## config.mk

```make
export PLATFORM = sky130hd
export DESIGN_NAME = oser8_word_source
export DESIGN_NICKNAME = d
export VERILOG_FILES = /design/src/rtl/oser8_pkg.sv /design/src/rtl/oser8_word_fifo.sv /design/src/rtl/oser8_word_source.sv
export SDC_FILE = /design/constraint.sdc
export NUM_CORES = 1
export LEC_CHECK = 0
export ABC_CLOCK_PERIOD_IN_PS = 2300
export CAP_MARGIN = 20
export CELL_PAD_IN_SITES_DETAIL_PLACEMENT = 0
export CELL_PAD_IN_SITES_GLOBAL_PLACEMENT = 1
export CORE_UTILIZATION = 46
export CTS_BUF_LIST = sky130_fd_sc_hd__clkbuf_2 sky130_fd_sc_hd__clkbuf_4 sky130_fd_sc_hd__clkbuf_8
export DETAILED_ROUTE_END_ITERATION = 10
export PLACE_DENSITY_LB_ADDON = 0.12
export SETUP_SLACK_MARGIN = 0.5
export SYNTH_ARGS = -nofsm -noshare
export SYNTH_HDL_FRONTEND = slang
export SYNTH_SLANG_ARGS = --single-unit
```

## constraint.sdc

```tcl
create_clock -name clk_i -period 2.3 [get_ports clk_i]
set_input_delay 0.23 -clock clk_i [delete_from_list [all_inputs] [get_ports clk_i]]
set_output_delay 0.23 -clock clk_i [all_outputs]
set_load 0.01 [all_outputs]
```

## src/rtl/oser8_pkg.sv

```systemverilog
// Shared types and constants for the OSER8 word source: FSM states, TX
// enable encodings and the default idle/training words.
package oser8_pkg;

    typedef enum logic [1:0] {
        HOLD  = 2'd0,
        TRAIN = 2'd1,
        RUN   = 2'd2
    } state_t;

    // OSER8 TX inputs are active-low output enables
    localparam logic [3:0] TX_DRIVE = 4'h0;
    localparam logic [3:0] TX_HIZ   = 4'hF;

    localparam logic [7:0] DEF_IDLE_WORD  = 8'h00;
    localparam logic [7:0] DEF_TRAIN_WORD = 8'h55;

endpackage

```

## src/rtl/oser8_word_fifo.sv

```systemverilog
// Synchronous FIFO with registered occupancy; DEPTH must be a power of two
// so the pointers wrap naturally.
module oser8_word_fifo #(
    parameter int DEPTH = 8,
    parameter int W     = 8,
    localparam int AW   = $clog2(DEPTH)
) (
    input  logic          clk_i,
    input  logic          rst_i,
    input  logic          wr_en,
    input  logic [W-1:0]  wr_data,
    input  logic          rd_en,
    output logic [W-1:0]  rd_data,
    output logic          full,
    output logic          empty,
    output logic [AW:0]   count
);

    localparam logic [AW:0] FULL_CNT = (AW+1)'(DEPTH);

    logic [DEPTH-1:0][W-1:0] mem;
    logic [AW-1:0]           wr_ptr;
    logic [AW-1:0]           rd_ptr;
    logic                    wr_ok;
    logic                    rd_ok;

    assign full    = (count == FULL_CNT);
    assign empty   = (count == '0);
    assign wr_ok   = wr_en && !full;
    assign rd_ok   = rd_en && !empty;
    assign rd_data = mem[rd_ptr];

    // Storage is not reset: emptying the pointers/count discards contents.
    always_ff @(posedge clk_i) begin
        if (wr_ok) mem[wr_ptr] <= wr_data;
    end

    always_ff @(posedge clk_i or posedge rst_i) begin
        if (rst_i) begin
            wr_ptr <= '0;
            rd_ptr <= '0;
            count  <= '0;
        end else begin
            if (wr_ok) wr_ptr <= wr_ptr + 1'b1;
            if (rd_ok) rd_ptr <= rd_ptr + 1'b1;
            case ({wr_ok, rd_ok})
                2'b10:   count <= count + 1'b1;
                2'b01:   count <= count - 1'b1;
                default: count <= count;
            endcase
        end
    end

endmodule

```

## src/rtl/oser8_word_source.sv

```systemverilog
// Parallel-word source for an OSER8: HOLD -> TRAIN -> RUN sequencing with a
// word FIFO. Optional underflow counter under OSER8_WORD_SOURCE_STATS_EN.
module oser8_word_source
    import oser8_pkg::*;
#(
    parameter int         DEPTH      = 8,
    parameter logic [7:0] IDLE_WORD  = DEF_IDLE_WORD,
    parameter logic [7:0] TRAIN_WORD = DEF_TRAIN_WORD,
    parameter int         TRAIN_LEN  = 16,
    parameter int         RST_CYCLES = 4
) (
    input  logic       clk_i,
    input  logic       rst_i,
    input  logic [7:0] data_i,
    input  logic       valid_i,
    output logic       ready_o,
    input  logic       train_i,
    output logic [7:0] d_o,
    output logic [3:0] tx_o,
    output logic       oser_rst_o,
    output logic       training_o,
    output logic       underflow_o
`ifdef OSER8_WORD_SOURCE_STATS_EN
    ,
    output logic [15:0] underflow_cnt_o
`endif
);

    localparam int AW = $clog2(DEPTH);
    localparam int HW = $clog2(RST_CYCLES + 1);
    localparam int TW = $clog2(TRAIN_LEN + 1);
    localparam logic [HW-1:0] HOLD_LAST  = HW'(RST_CYCLES - 1);
    localparam logic [TW-1:0] TRAIN_LAST = TW'(TRAIN_LEN - 1);

    state_t        state, state_n;
    logic [HW-1:0] hold_cnt, hold_cnt_n;
    logic [TW-1:0] train_cnt, train_cnt_n;

    logic       fifo_full, fifo_empty, rd_en, wr_en;
    logic [7:0] fifo_rd_data;
    logic [AW:0] level_unused;

    logic [7:0] d_n;
    logic [3:0] tx_n;
    logic       oser_rst_n, training_n, underflow_n;

    assign wr_en = valid_i && ready_o;

    oser8_word_fifo #(.DEPTH(DEPTH), .W(8)) u_fifo (
        .clk_i   (clk_i),
        .rst_i   (rst_i),
        .wr_en   (wr_en),
        .wr_data (data_i),
        .rd_en   (rd_en),
        .rd_data (fifo_rd_data),
        .full    (fifo_full),
        .empty   (fifo_empty),
        .count   (level_unused)
    );

    // State register; the output registers load alongside it so every
    // output is a flop. train_cnt counts TRAIN_WORDs already on d_o.
    always_ff @(posedge clk_i or posedge rst_i) begin
        if (rst_i) begin
            state       <= HOLD;
            hold_cnt    <= '0;
            train_cnt   <= '0;
            d_o         <= IDLE_WORD;
            tx_o        <= TX_HIZ;
            oser_rst_o  <= 1'b1;
            training_o  <= 1'b0;
            underflow_o <= 1'b0;
        end else begin
            state       <= state_n;
            hold_cnt    <= hold_cnt_n;
            train_cnt   <= train_cnt_n;
            d_o         <= d_n;
            tx_o        <= tx_n;
            oser_rst_o  <= oser_rst_n;
            training_o  <= training_n;
            underflow_o <= underflow_n;
        end
    end

    // HOLD's last cycle already emits the first TRAIN_WORD, so the burst
    // continues in TRAIN with one word counted.
    always_comb begin
        state_n     = state;
        hold_cnt_n  = hold_cnt;
        train_cnt_n = train_cnt;
        case (state)
            HOLD: begin
                if (hold_cnt == HOLD_LAST) begin
                    state_n     = (TRAIN_LEN == 1) ? RUN : TRAIN;
                    train_cnt_n = TW'(1);
                end else begin
                    hold_cnt_n = hold_cnt + 1'b1;
                end
            end
            TRAIN: begin
                train_cnt_n = train_cnt + 1'b1;
                if (train_cnt == TRAIN_LAST) state_n = RUN;
            end
            RUN: begin
                if (train_i) begin
                    state_n     = TRAIN;
                    train_cnt_n = '0;
                end
            end
            default: state_n = HOLD;
        endcase
    end

    // Output decode: the word read during a RUN cycle lands on d_o at its
    // closing edge, including the cycle that hands over to TRAIN.
    always_comb begin
        ready_o     = (state != HOLD) && !fifo_full;
        rd_en       = (state == RUN) && !fifo_empty;
        d_n         = IDLE_WORD;
        tx_n        = TX_HIZ;
        oser_rst_n  = 1'b1;
        training_n  = 1'b0;
        underflow_n = 1'b0;
        case (state)
            HOLD: begin
                if (hold_cnt == HOLD_LAST) begin
                    d_n        = TRAIN_WORD;
                    tx_n       = TX_DRIVE;
                    oser_rst_n = 1'b0;
                    training_n = 1'b1;
                end
            end
            TRAIN: begin
                d_n        = TRAIN_WORD;
                tx_n       = TX_DRIVE;
                oser_rst_n = 1'b0;
                training_n = 1'b1;
            end
            RUN: begin
                d_n         = fifo_empty ? IDLE_WORD : fifo_rd_data;
                underflow_n = fifo_empty;
                tx_n        = TX_DRIVE;
                oser_rst_n  = 1'b0;
            end
            default: ;
        endcase
    end

`ifdef OSER8_WORD_SOURCE_STATS_EN
    always_ff @(posedge clk_i or posedge rst_i) begin
        if (rst_i)
            underflow_cnt_o <= '0;
        else if (underflow_o && underflow_cnt_o != 16'hFFFF)
            underflow_cnt_o <= underflow_cnt_o + 16'd1;
    end
`endif

endmodule

```

==> impl_metrics.ini <==
[outcome]
run_status = completed

[yosys]
synthesis.nets = 282
synthesis.yosys.warnings = 0
synth.lib_cells_used.distinct = 39
largest_family_of_logic_cells_by_synthesized_area = multiplexers
number_of_enable_flip_flop_cells_after_synthesis = 64
post_synthesis_adder_cell_area_fraction = 0.0404
synth_simple_gate_area_share = 0.0746
part_of_the_yosys_area_used_for_sequential_elements = 0.670
ys_ff_latch = 95
postSynth.topFlopCell = edfxtp_1
synthArstFlopShare = 0.326
syn-instance-count = 257
synth_compound_gate_area_share = 0.0491
synth_xor_area_frac = 0.0217
average_footprint_of_a_synthesized_cell_sq_um = 15.7
synth_mux_area_frac = 0.113
synth_area_sq_mm = 0.00403

[power]
p_seq_frac = 0.469
p_int_uw = 3530
power.switching_uw = 1720
largest_vdd_supply_drop_v = 0.000488
power.clock.fraction = 0.198
p_leak_uw = 0.00177
powerDensity_mw_per_mm2 = 1090
swShare = 0.328
combinationalPowerShare = 0.333

[route]
post_drt_via_cell_ratio = 5.18
topRoutingLayerUsed = met4
wl_um = 7020
post-route-drc-count = 0
m1WireLength_um = 3240
wl_met2_um = 3530
routedWlPerCell_um = 16.9
remaining_antenna_violation_count = 0
wl_met3_um = 186
route.vias.total = 2146
drt_pass1_iterations = 4
drt_iter0_drc = 61

[critical_path]
critical_path.startpoint_type = flip-flop
critical_path_required_ns = 2.58
r2r_slack_ns = 0.26
r2r.worst_path.cells = 10
worstPathArrival_ns = 2.31
cp_max_fo = 5
crit_path_end_kind = flip-flop
reg2reg_to = u_fifo.count[2]
r2r-start = u_fifo.count[2]
critPathKind = flip-flop to flip-flop

[place]
numPortBuffers = 27
gp_routability_congestion = 0.698
dp_slack_ns = 0.169
dpl.cell_count = 390
post_dp_cell_area_sq_mm = 0.00452
dp_hpwl_um = 4630

[floorplan]
die-width_um = 95.6
floorplan.core_area_sq_mm = 0.00834
floorplan.rows = 33
die-area_sq_mm = 0.00913
floorplan.initialDensity = 0.483
ioPinCount = 28
die_height_um = 95.6

[sta]
timing_hold_violations_final = 0
hold_slack_ns = 0.254
worst_slew_margin_relative_to_its_limit = 0.568
fmax_mhz = 490
tightestPinTransition_ns = 0.647
fin_tns_setup_ns = 0
layout_worst_path_cycle_share = 0.887
report.final.setup_viol = 0
post-route-worst-setup-slack_ns = 0.261
max_slew_violation_count = 0
final.setup_skew_ns = 0.0139
grt_setup_unrepaired = yes
finalCriticalPeriod_ns = 2.04

[global_routing]
pin_count_of_the_biggest_net_entering_global_routing = 19
grt_antenna_before_repair = 0
number_of_global_route_vias_before_repair = 2179
global_route.overflow_total = 0
grt_pass1_wl_um = 11200
combined_global_route_utilization_of_all_metal_layers = 0.172

[layout]
final_nets = 329
post_route_cells_drive_above_1_share = 0.262
mostFrequentLayoutCell = edfxtp_1
layoutNonFillerInstCount = 414
area_growth_syn_to_layout_pct = 19.8
post-route-cell-area_sq_mm = 0.00482
antenna-diode-count = 0
n_fill_cell = 677
most-common-layout-cells = edfxtp_1, dfrtp_1, clkdlybuf4s50_1, mux2i_1, nand2_1

[clocking]
clk_pin_slew_worst_paths_ns = 0.09
cts-root-to-sink-buffers = 2
ctsHoldBuffers = 0
cts_sink_count = 95
cts_tree = built
clock_tree.root_cell = clkbuf_8
clk_latency_ns = 0.36
cts_inserted_buffers = 9
htree_num_levels = 3

[run]
maxCapViolations = 0

[min_path]
min_path_type = primary input to asynchronous set/reset pin
-- kinds of logic after synthesis --
family	count (synthesis)
flip-flops	95
AND/OR/NAND/NOR	54
multiplexers	34
AO/OA/AOI/OAI	29
buffers and inverters	22
adder cells (fa/ha/maj)	13
XOR/XNOR	10
-- how the worst max path moves through the flow --
stage,start,slack (ns),to
after floorplan,state[1],0.27,u_fifo.count[2]
after global placement,u_fifo.count[1],0.21,u_fifo.count[2]
after detailed placement,u_fifo.count[1],0.17,u_fifo.count[2]
after CTS,u_fifo.count[1],0.24,u_fifo.count[2]
after global routing,state[0],0.12,u_fifo.count[2]
final,u_fifo.count[2],0.26,u_fifo.count[2]
-- critical path, cell delays in order, from the launching register on --
cell     delay [ns]
dfrtp_2        0.45
nor4b_4        0.36
nor3b_4        0.09
inv_2          0.09
ha_4           0.16
xor2_1         0.16
ha_2           0.20
a21oi_2        0.04
xor2_1         0.15
nor2_1         0.11
xor2_1         0.16
-- cell usage after synthesis, types with 3 or more instances --
master / instances / share of area
a21oi_1: 4 / 0.0050
o21ai_0: 9 / 0.011
nand2b_1: 3 / 0.0047
nand2_1: 16 / 0.015
nor2_1: 16 / 0.015
mux2i_1: 22 / 0.055
a31o_2: 4 / 0.0087
mux2_2: 4 / 0.011
buf_2: 3 / 0.0037
ha_1: 13 / 0.040
inv_1: 11 / 0.010
edfxtp_1: 64 / 0.48
a22oi_1: 8 / 0.015
mux4_1: 3 / 0.020
mux4_2: 5 / 0.028
buf_4: 6 / 0.011
xor2_1: 5 / 0.011
xnor2_1: 5 / 0.011
dfrtp_1: 30 / 0.19
-- registers in the layout, indices dropped and copies added, names as in the netlist --
signal,flops
u_fifo.mem,64
d_o,8
train_cnt,5
u_fifo.count,4
hold_cnt,3
u_fifo.rd_ptr,3
u_fifo.wr_ptr,3
state,2
training_o,1
tx_o,1
underflow_o,1
-- power by group through the flow --
stage	Sequential (uW)	Clock, uW	Combinational [uW]
2_1_floorplan	2390	0	1320
3_3_place_gp	2510	0	1640
3_5_place_dp	2520	0	1650
4_1_cts	2470	1080	1750
5_1_grt	2520	1140	1940
6_report	2460	1040	1750
-- per-stage QoR --
stage                     utilization  power, uW
final                           0.578       5250
after global routing            0.578       5590
after CTS                       0.575       5300
after detailed placement        0.542       4170
after global placement          0.542       4150
after floorplan                     -       3710
-- layer usage --
layer  GRT usage  vias to the layer above
li1            -                     1045
met1       0.223                     1071
met2       0.282                       26
met3      0.0415                        4
met4      0.0634                        0
met5           0                        -
-- cell type report --
cell class                 instances  area, sq um  area share
sequential                        95         2700       0.560
multi-input combinational        140         1300       0.269
timing repair buffer              47          458      0.0949
tap                              105          131      0.0272
clock buffer                       9          124      0.0257
clock inverter                     7         66.3      0.0137
inverter                          11         41.3     0.00856
-- timing repair --
item	4_1_cts	5_1_grt
gates resized for setup	14	8
pin swaps	3	2
buffers inserted	7	1
setup endpoints to repair	52	72
hold endpoints to repair	0	0
No activity file was read; power rests on OpenSTA's default activity.
